**src/rtl/mem_access_stage.sv**
```systemverilog
// mem_access_stage -- MEM pipeline stage.
//
// Takes the EX->MEM payload and does one of two things with it:
//  - Non-memory instructions go to WB one cycle after they are accepted.
//  - Loads and stores make a single request on a valid/ready data bus. The
//    request uses an 8-byte aligned address, byte strobes and lane-shifted
//    store data. For loads, the returned word is shifted down and sign- or
//    zero-extended before it goes to WB.
// Every output is a register. The stage holds at most one instruction, so
// throughput is at most one instruction per two cycles.
//
// Optional feature (macro MEM_MISALIGN_TRAP_EN):
//   defined   - a misaligned memory access makes no bus request. It goes
//               straight to OUT with misalign=1 and wb_data=alu_res.
//   undefined - misalign is tied 0. The byte offset is silently rounded down
//               to a multiple of the access size.
//
// Ports:
//   clk, rst           clock, synchronous active-high reset
//   in_valid/in_ready  EX payload handshake (in_ready is high only in IDLE)
//   alu_res            address for memory ops, result for everything else
//   r_rs2              store data
//   mem_op             000 b, 001 h, 010 w, 011 d, 100 bu, 101 hu, 110 wu
//                      (111 behaves like d)
//   mem_wr             store
//   reg_src            01 = load result goes to WB
//   inst_i, pc_i       instruction and pc, passed through to WB
//   dbus_*             data-bus request (valid/ready) and response
//   out_valid/ready    WB payload handshake
//   wb_data            load result or alu_res
//   reg_src_o, inst_o, pc_o  registered copies for WB
//   misalign           misaligned-access flag
module mem_access_stage #(
  parameter int XLEN = 64,
  parameter int ILEN = 32
) (
  input  logic              clk,
  input  logic              rst,
  input  logic              in_valid,
  output logic              in_ready,
  input  logic [XLEN-1:0]   alu_res,
  input  logic [XLEN-1:0]   r_rs2,
  input  logic [2:0]        mem_op,
  input  logic              mem_wr,
  input  logic [1:0]        reg_src,
  input  logic [ILEN-1:0]   inst_i,
  input  logic [XLEN-1:0]   pc_i,
  output logic              dbus_req_valid,
  input  logic              dbus_req_ready,
  output logic [XLEN-1:0]   dbus_addr,
  output logic              dbus_wen,
  output logic [XLEN-1:0]   dbus_wdata,
  output logic [XLEN/8-1:0] dbus_wmask,
  input  logic              dbus_resp_valid,
  input  logic [XLEN-1:0]   dbus_rdata,
  output logic              out_valid,
  input  logic              out_ready,
  output logic [XLEN-1:0]   wb_data,
  output logic [1:0]        reg_src_o,
  output logic [ILEN-1:0]   inst_o,
  output logic [XLEN-1:0]   pc_o,
  output logic              misalign
);

  localparam int NB   = XLEN / 8;
  localparam int OFFW = $clog2(NB);

  typedef enum logic [1:0] {
    ST_IDLE = 2'd0,
    ST_REQ  = 2'd1,
    ST_WAIT = 2'd2,
    ST_OUT  = 2'd3
  } state_t;

  state_t          state_r;
  logic [OFFW-1:0] off_r;
  logic [2:0]      mem_op_r;
  logic            load_r;

  // Offset bits that must be zero for an access of 2**lg bytes to be aligned.
  function automatic logic [OFFW-1:0] size_low_mask(input logic [1:0] lg);
    logic [7:0] m;
    case (lg)
      2'd0:    m = 8'h00;
      2'd1:    m = 8'h01;
      2'd2:    m = 8'h03;
      default: m = 8'h07;
    endcase
    return m[OFFW-1:0];
  endfunction

  // Byte strobes for a 2**lg byte access at offset 0.
  function automatic logic [NB-1:0] base_strobe(input logic [1:0] lg);
    logic [7:0] m;
    case (lg)
      2'd0:    m = 8'h01;
      2'd1:    m = 8'h03;
      2'd2:    m = 8'h0F;
      default: m = 8'hFF;
    endcase
    return NB'(m);
  endfunction

  // Shift the raw bus word down to the accessed lanes, then extend it.
  function automatic logic [XLEN-1:0] load_extend(input logic [XLEN-1:0] rdata,
                                                  input logic [OFFW-1:0] off,
                                                  input logic [2:0]      op);
    logic [XLEN-1:0] raw;
    logic [XLEN-1:0] res;
    raw = rdata >> {off, 3'b000};
    case (op)
      3'b000:  res = {{(XLEN-8){raw[7]}},   raw[7:0]};
      3'b001:  res = {{(XLEN-16){raw[15]}}, raw[15:0]};
      3'b010:  res = {{(XLEN-32){raw[31]}}, raw[31:0]};
      3'b100:  res = {{(XLEN-8){1'b0}},     raw[7:0]};
      3'b101:  res = {{(XLEN-16){1'b0}},    raw[15:0]};
      3'b110:  res = {{(XLEN-32){1'b0}},    raw[31:0]};
      default: res = raw;  // 011 d, and 111 treated as d
    endcase
    return res;
  endfunction

  logic            accept_s;
  logic            is_mem_s;
  logic            is_load_s;
  logic            misalign_s;
  logic [OFFW-1:0] off_raw_s;
  logic [OFFW-1:0] low_mask_s;
  logic [OFFW-1:0] off_eff_s;
  logic [NB-1:0]   wmask_s;
  logic [XLEN-1:0] wdata_s;
  logic [XLEN-1:0] addr_s;

  // Decode the incoming payload: classify it and build the bus request fields.
  always_comb begin
    accept_s   = in_valid & in_ready;
    is_mem_s   = mem_wr | (reg_src == 2'b01);
    is_load_s  = ~mem_wr & (reg_src == 2'b01);
    off_raw_s  = alu_res[OFFW-1:0];
    low_mask_s = size_low_mask(mem_op[1:0]);
`ifdef MEM_MISALIGN_TRAP_EN
    misalign_s = is_mem_s & (|(off_raw_s & low_mask_s));
    off_eff_s  = off_raw_s;
`else
    misalign_s = 1'b0;
    off_eff_s  = off_raw_s & ~low_mask_s;
`endif
    wmask_s    = base_strobe(mem_op[1:0]) << off_eff_s;
    wdata_s    = r_rs2 << {off_eff_s, 3'b000};
    addr_s     = {alu_res[XLEN-1:OFFW], {OFFW{1'b0}}};
  end

  // Stage FSM. All outputs are registered here, so they hold steady across stalls.
  always_ff @(posedge clk) begin
    if (rst) begin
      state_r        <= ST_IDLE;
      in_ready       <= 1'b1;
      out_valid      <= 1'b0;
      dbus_req_valid <= 1'b0;
      dbus_wen       <= 1'b0;
      dbus_addr      <= {XLEN{1'b0}};
      dbus_wdata     <= {XLEN{1'b0}};
      dbus_wmask     <= {NB{1'b0}};
      misalign       <= 1'b0;
      wb_data        <= {XLEN{1'b0}};
      inst_o         <= {ILEN{1'b0}};
      pc_o           <= {XLEN{1'b0}};
      reg_src_o      <= 2'b00;
      off_r          <= {OFFW{1'b0}};
      mem_op_r       <= 3'b000;
      load_r         <= 1'b0;
    end else begin
      case (state_r)
        ST_IDLE: begin
          if (accept_s) begin
            in_ready  <= 1'b0;
            inst_o    <= inst_i;
            pc_o      <= pc_i;
            reg_src_o <= reg_src;
            wb_data   <= alu_res;
            off_r     <= off_eff_s;
            mem_op_r  <= mem_op;
            load_r    <= is_load_s;
            if (is_mem_s && !misalign_s) begin
              state_r        <= ST_REQ;
              dbus_req_valid <= 1'b1;
              dbus_addr      <= addr_s;
              dbus_wen       <= mem_wr;
              dbus_wdata     <= mem_wr ? wdata_s : {XLEN{1'b0}};
              dbus_wmask     <= mem_wr ? wmask_s : {NB{1'b0}};
            end else begin
              // Non-memory op, or a trapped misaligned access: no bus traffic.
              state_r   <= ST_OUT;
              out_valid <= 1'b1;
              misalign  <= misalign_s;
            end
          end else begin
            state_r <= ST_IDLE;
          end
        end
        ST_REQ: begin
          if (dbus_req_ready) begin
            state_r        <= ST_WAIT;
            dbus_req_valid <= 1'b0;
          end else begin
            state_r <= ST_REQ;
          end
        end
        ST_WAIT: begin
          if (dbus_resp_valid) begin
            state_r   <= ST_OUT;
            out_valid <= 1'b1;
            if (load_r) begin
              wb_data <= load_extend(dbus_rdata, off_r, mem_op_r);
            end else begin
              wb_data <= wb_data;  // store: WB sees alu_res
            end
          end else begin
            state_r <= ST_WAIT;
          end
        end
        ST_OUT: begin
          if (out_ready) begin
            state_r   <= ST_IDLE;
            out_valid <= 1'b0;
            misalign  <= 1'b0;
            in_ready  <= 1'b1;
          end else begin
            state_r <= ST_OUT;
          end
        end
        default: begin
          state_r        <= ST_IDLE;
          in_ready       <= 1'b1;
          out_valid      <= 1'b0;
          dbus_req_valid <= 1'b0;
          misalign       <= 1'b0;
        end
      endcase
    end
  end

endmodule
```
**config.mk**
```make
export PLATFORM = sky130hd
export DESIGN_NAME = mem_access_stage
export DESIGN_NICKNAME = d
export VERILOG_FILES = /design/src/rtl/mem_access_stage.sv
export SDC_FILE = /design/constraint.sdc
export NUM_CORES = 1
export LEC_CHECK = 0
export CORE_AREA = 2 2 234 236
export DETAILED_ROUTE_END_ITERATION = 10
export DIE_AREA = 0 0 236 238
export SETUP_SLACK_MARGIN = 0.4
export SLEW_MARGIN = 10
export SYNTH_ARGS = -nofsm -noshare
export SYNTH_HDL_FRONTEND = slang
export SYNTH_SLANG_ARGS = --single-unit
export TNS_END_PERCENT = 20
```
**constraint.sdc**
```tcl
create_clock -name clk -period 1.93 [get_ports clk]
set_input_delay 0.2895 -clock clk [delete_from_list [all_inputs] [get_ports clk]]
set_output_delay 0.2895 -clock clk [all_outputs]
set_load 0.01 [all_outputs]
```
; ---- After elaboration in Yosys (flattened, before gate mapping)
; Cells that the tools add are included.
[totals]
regBits = 309
wordCells = 87
[classes]
n_eq_ne = 18
shifts = 3
muxes = 30
n_bitwise = 6
reduce_logical = 14
[ops]
columns = op, n
row1 = one-hot mux 64 bit (6 select lines), 1
row2 = two-way mux 64 bit, 4
row3 = one-hot mux 64 bit (2 select lines), 1
row4 = left shift 64 x 6 -> 64 bit, 1
row5 = >> shifter 64 x 6 -> 64 bit, 1
row6 = one-hot mux 8 bit (3 select lines), 1
row7 = != test 2 bit (second input constant), 7
row8 = two-way mux 1 bit, 12
row9 = AND reduction 4 bit, 3
row10 = == test 3 bit (second input constant), 3
row11 = one-hot mux 3 bit (3 select lines), 1
row12 = two-way mux 2 bit, 4
row13 = two-way mux 8 bit, 1
row14 = one-hot mux 2 bit (4 select lines), 1
row15 = left shift 8 x 3 -> 8 bit, 1
row16 = == test 2 x 1 -> 1 bit (second input constant), 3
row17 = == test 2 bit (second input constant), 3
row18 = one-hot mux 1 bit (2 select lines), 3
row19 = AND reduction 3 bit, 2
row20 = nonzero test 2 bit, 3
row21 = AND reduction 5 bit, 1
row22 = zero test 2 bit, 2
row23 = AND 3 bit, 1
row24 = == test 3 x 1 -> 1 bit (second input constant), 1
row25 = other kinds (9), 10

; ---- Depth between registers and ports, before layout
[logic_depth]
depth_word = 6
mapped_depth = 9
depth_no_buf = 5

; ---- Least setup slack after synthesis
; Ideal clock, no wire load.
[synth_timing]
path_type = reg-to-reg
startpoint = register off_r[1]
endpoint = register wb_data[46]
setup_time_ps = 81
t_arrival_ps = 1895
required_time_ps = 1849
slack_ps = -46
stages_incl_launch_ff = 9
n_path_buf = 3
synth_period_minus_slack_ps = 1976
path_cell_list = dfxtp_1 buf_6 mux2i_1 mux4_2 o41ai_4 buf_6 a211oi_4 buf_6 a211oi_2
[synth_via]
elab_chain_len = 5
[synth_lines]
columns = element, line_no
row1 = from (decl), 76  ; logic [OFFW-1:0] off_r;
row2 = from (signal assigned), 169  ; off_r <= {OFFW{1'b0}};
row3 = from (signal assigned), 181  ; off_r <= off_eff_s;
row4 = >> shifter 64 x 6 -> 64 bit, 110  ; raw = rdata >> {off, 3'b000};
row5 = one-hot mux 64 bit (6 select lines), 111  ; case (op)
row6 = two-way mux 64 bit, 213  ; if (load_r) begin
row7 = two-way mux 64 bit, 210  ; if (dbus_resp_valid) begin
row8 = one-hot mux 64 bit (2 select lines), 173  ; case (state_r)
row9 = to (signal assigned), 180  ; wb_data <= alu_res;
row10 = to (signal assigned), 214  ; wb_data <= load_extend(dbus_rdata, off_r, mem_op_r);
row11 = to (signal assigned), 216  ; wb_data <= wb_data;
row12 = to (decl), 58  ; output logic [XLEN-1:0] wb_data,
; No other way between the ends. The select of a mux whose other input is x is not followed.
; A chain may end at the register's enable or synchronous reset.

; ---- Worst setup path after layout
[layout_timing]
startpoint = register off_r[1]
endpoint = register wb_data[45]
; Same word-level chain as after synthesis.

==> run_results.csv <==
group,metric,value,unit
status,outcome,"complete, but fails checks",
status,violations,"setup timing",
power_and_ir_drop,switchingPower,0.006150,W
global_routing,antenna_found_initial,10,
global_routing,grt_pass1_wl,105600,um
place,place_ws,-0.7432,ns
clock_tree,cts_tree,"yes",
clock_tree,clk_pin_slew,0.06,ns
place,dp_hpwl,54550,um
global_routing,grt_pass1_vias,16421,
power_and_ir_drop,combinationalPowerShare,28.2,%
power_and_ir_drop,p_int,0.01365,W
synth,async_flop_share,0,%
die,row_count,85,
die,core-area,53500,sq um
final_layout,syn_to_final_growth,80.23,%
setup_path,cp_slowest_cell,"dfxtp_4",
setup_path,cp_num_cells,7,
place,io_buffers,598,
synth,ys_warn_count,0,
route,met3_wirelength,5912,um
place,place_area,22580,sq um
route,wirelength,74520,um
die,start_util,27.18,%
final_layout,utilization,48.99,%
sta,fin_skew,0.01248,ns
final_layout,layout-drive-gt1-share,27.22,%
clock_tree,numCtsBuffers,37,
sta,setup_ws,-0.2749,ns
clock_tree,cts_root_buf,"clkbuf_16",
route,vias,16908,
sta,hold_viol,0,
place,place.gp.congestion,0.9704,
sta,period_needed,2.205,ns
power_and_ir_drop,p_seq_share,36.4,%
clock_tree,insertion_delay,0.55,ns
synth,synth_edf_count,0,
route,ant_nets,0,
synth,synth-seq-cells,308,
setup_path,path_cells,"mux2i_4, mux4_2, o41ai_4, buf_4, a211oi_4, buf_12, a211oi_2",
route,dr.first_iter.drc_count,1159,
run,maxCapViolCount,0,
sta,tightestPinTransition,0.6292,ns
global_routing,grt.total_usage,24.64,%
global_routing,grt_max_degree,97,
route,drcViolationCount,0,
die,die_height,238,um
power_and_ir_drop,p_leak,11.28,nW
power_and_ir_drop,p_clk_share,35.4,%
route,drt_first_pass_iters,6,
setup_path,crit_family,"multiplexers",
sta,setup_viol,56,
final_layout,design_area,26210,sq um
global_routing,grt.overflow.total,0,
clock_tree,clock-sinks,308,
worst_hold_path,hold_class,"input port to flip-flop",
worst_hold_path,holdPathStages,2,
synth,netlist_area,14540,sq um
setup_path,crit_path_start_kind,"flip-flop",
die,die_width,236,um
route,wl_met2,36110,um
sta,fmax,0.4535,GHz
power_and_ir_drop,swShare,31.06,%
sta,finalMaxSlewViolations,0,
die,dieArea,56170,sq um
setup_path,worst-path-buf-inv,2,
route,drt-met1-wl,29300,um
route,viasPerCell,5.248,
synth,avgSynthCellArea,8.216,sq um
setup_path,critPathMaxStageDelay,0.44,ns
setup_path,crit_arrival,2.62,ns
power_and_ir_drop,power.density,755.5,nW/um^2
route,maxUsedRoutingLayer,"met5",
route,wl_per_cell,23.13,um
setup_path,critPathCaptureType,"flip-flop",
power_and_ir_drop,power.total,0.01980,W
clock_tree,cts_max_level,2,
synth,synth-main-ff-cell,"dfxtp_1",
final_layout,nets,2793,
sta,rsz0062_at_grt,"true",
synth,ys_seq_area_share,42.40,%
sta,max_slew_margin,58.05,%
setup_path,cp.required,2.35,ns
setup_path,ff2ff_path_depth,7,
synth,syn_inst,1770,
clock_tree,cts_buffer_depth,3,
synth,ys_types,56,
clock_tree,cts_hold_buf,0,
sta,period_share,114.2,%
setup_path,cp_max_fo,18,
die,ioPinCount,603,
setup_path,path_class,"flip-flop to flip-flop",
power_and_ir_drop,vdd_drop_max,0.0005973,V
[metal layers]
metal  GRT usage (%)  up-vias
li1                -     7780
met1           29.74     8141
met2           42.16      823
met3           5.715      158
met4           10.21        6
met5               0        -
[cell usage after synthesis (6+ instances only)]
master	count	area share (%)
nand2_1	404	10
dfxtp_1	308	42
a21oi_1	227	7.8
clkbuf_1	119	3.1
nor2_1	78	2.0
o21ai_0	75	2.6
mux2i_1	74	5.1
a211oi_1	62	3.2
a22oi_1	50	2.6
nor2b_1	40	1.7
buf_2	33	1.1
or3_1	32	1.4
o211ai_1	23	1.2
a211oi_2	22	1.9
a221o_1	22	1.5
o22ai_1	22	0.95
nand3_1	20	0.69
a31oi_1	16	0.69
mux4_2	16	2.5
buf_1	12	0.31
mux2_2	12	0.93
a2bb2oi_1	9	0.54
a311oi_1	9	0.54
nor3_1	9	0.31
nor4bb_1	8	0.55
o2bb2ai_1	8	0.48
inv_1	6	0.15
[sequential cells by signal (all words and copies together) (netlist names), 3 cells and up]
name	count
dbus_wmask	8
wb_data	64
dbus_wdata	64
dbus_addr	61
pc_o	64
off_r	3
inst_o	32
mem_op_r	3
[final timing paths]
kind / startpoint / to / slack [ns]
setup / recovery: off_r[1]$_SDFFE_PP0P_ / wb_data[45]$_SDFFE_PP0P_ / -0.27
hold / removal: rst / dbus_wmask[2]$_SDFFE_PP0P_ / 0.05
setup reg to reg: off_r[1]$_SDFFE_PP0P_ / wb_data[45]$_SDFFE_PP0P_ / -0.27
hold reg to reg: wb_data[12]$_SDFFE_PP0P_ / wb_data[12]$_SDFFE_PP0P_ / 0.45
[kinds of logic (layout without fill, tap and decap cells)]
group / Yosys count / after routing / synth area share (%)
other cells: 1 / 10 / 0.02579
flops: 308 / 308 / 42.40
simple gates: 609 / 609 / 17.99
mux: 102 / 102 / 8.501
compound gates: 570 / 570 / 25.79
buf+inv: 180 / 927 / 5.292
[power groups by stage]
stage / combinational, W / sequential, W / clock, W
3_5_place_dp: 0.00496 / 0.00733 / 0
6_report: 0.00557 / 0.00721 / 0.00702
5_1_grt: 0.00589 / 0.00726 / 0.00744
4_1_cts: 0.00515 / 0.00719 / 0.00719
2_1_floorplan: 0.00186 / 0.00749 / 0
3_3_place_gp: 0.00493 / 0.00731 / 0
[cell type report]
cell class | count | area, sq um
clock inverter | 10 | 58.81
antenna | 6 | 15.01
inverter | 7 | 26.28
timing repair buffer | 854 | 8676
sequential | 308 | 6187
fill | 5055 | 27290
tap | 696 | 870.8
clock buffer | 56 | 1160
multi-input combinational | 1285 | 9214
[worst register-to-register path, stage by stage (launching register included)]
cell and delay, ns:
dfxtp_4 0.44, mux2i_4 0.31, mux4_2 0.33, o41ai_4 0.08, buf_4 0.17, a211oi_4 0.42, buf_12 0.24, a211oi_2 0.09
[what timing repair did]
| action | in CTS | in global routing |
|---|---|---|
| setup endpoints to repair | 596 | 357 |
| gates resized for setup | 458 | 372 |
| gates cloned | 7 | 5 |
| buffers inserted | 13 | 19 |
| pin swaps | 56 | 232 |
[through the flow]
stage               cells  hold WS (ns)  TNS [ns]
floorplan            1773        0.4040   -0.9438
global placement     3106        0.4394   -100.38
detailed placement   3106        0.4459   -109.32
CTS                  3192       0.01584    -10.97
global route         3222       0.03280    -14.81
finish               3222       0.04824    -12.49
[placed cells by master, fill, tap and decap left out, types with 14 or more instances in the layout]
cell             instances
clkbuf_16               45
nand2_2                 38
dlygate4sd2_1          186
nor2_1                  64
or3_1                   32
nor2b_1                 39
mux2i_1                 63
a211oi_1                30
a31oi_1                 16
nand2_1                312
a211oi_2                43
o22ai_1                 14
nand2_4                 54
a21oi_1                162
a21oi_2                 62
buf_12                  32
clkdlybuf4s15_1         38
dlymetal6s2s_1          63
nand3_1                 14
buf_4                  185
a22oi_1                 24
buf_6                   18
o211ai_1                23
o21ai_0                 66
clkdlybuf4s50_1        295
a22oi_2                 26
clkdlybuf4s15_2         14
mux4_2                  16
a221o_1                 22
dfxtp_1                299
Note: power is estimated with default switching activity, not from simulation.
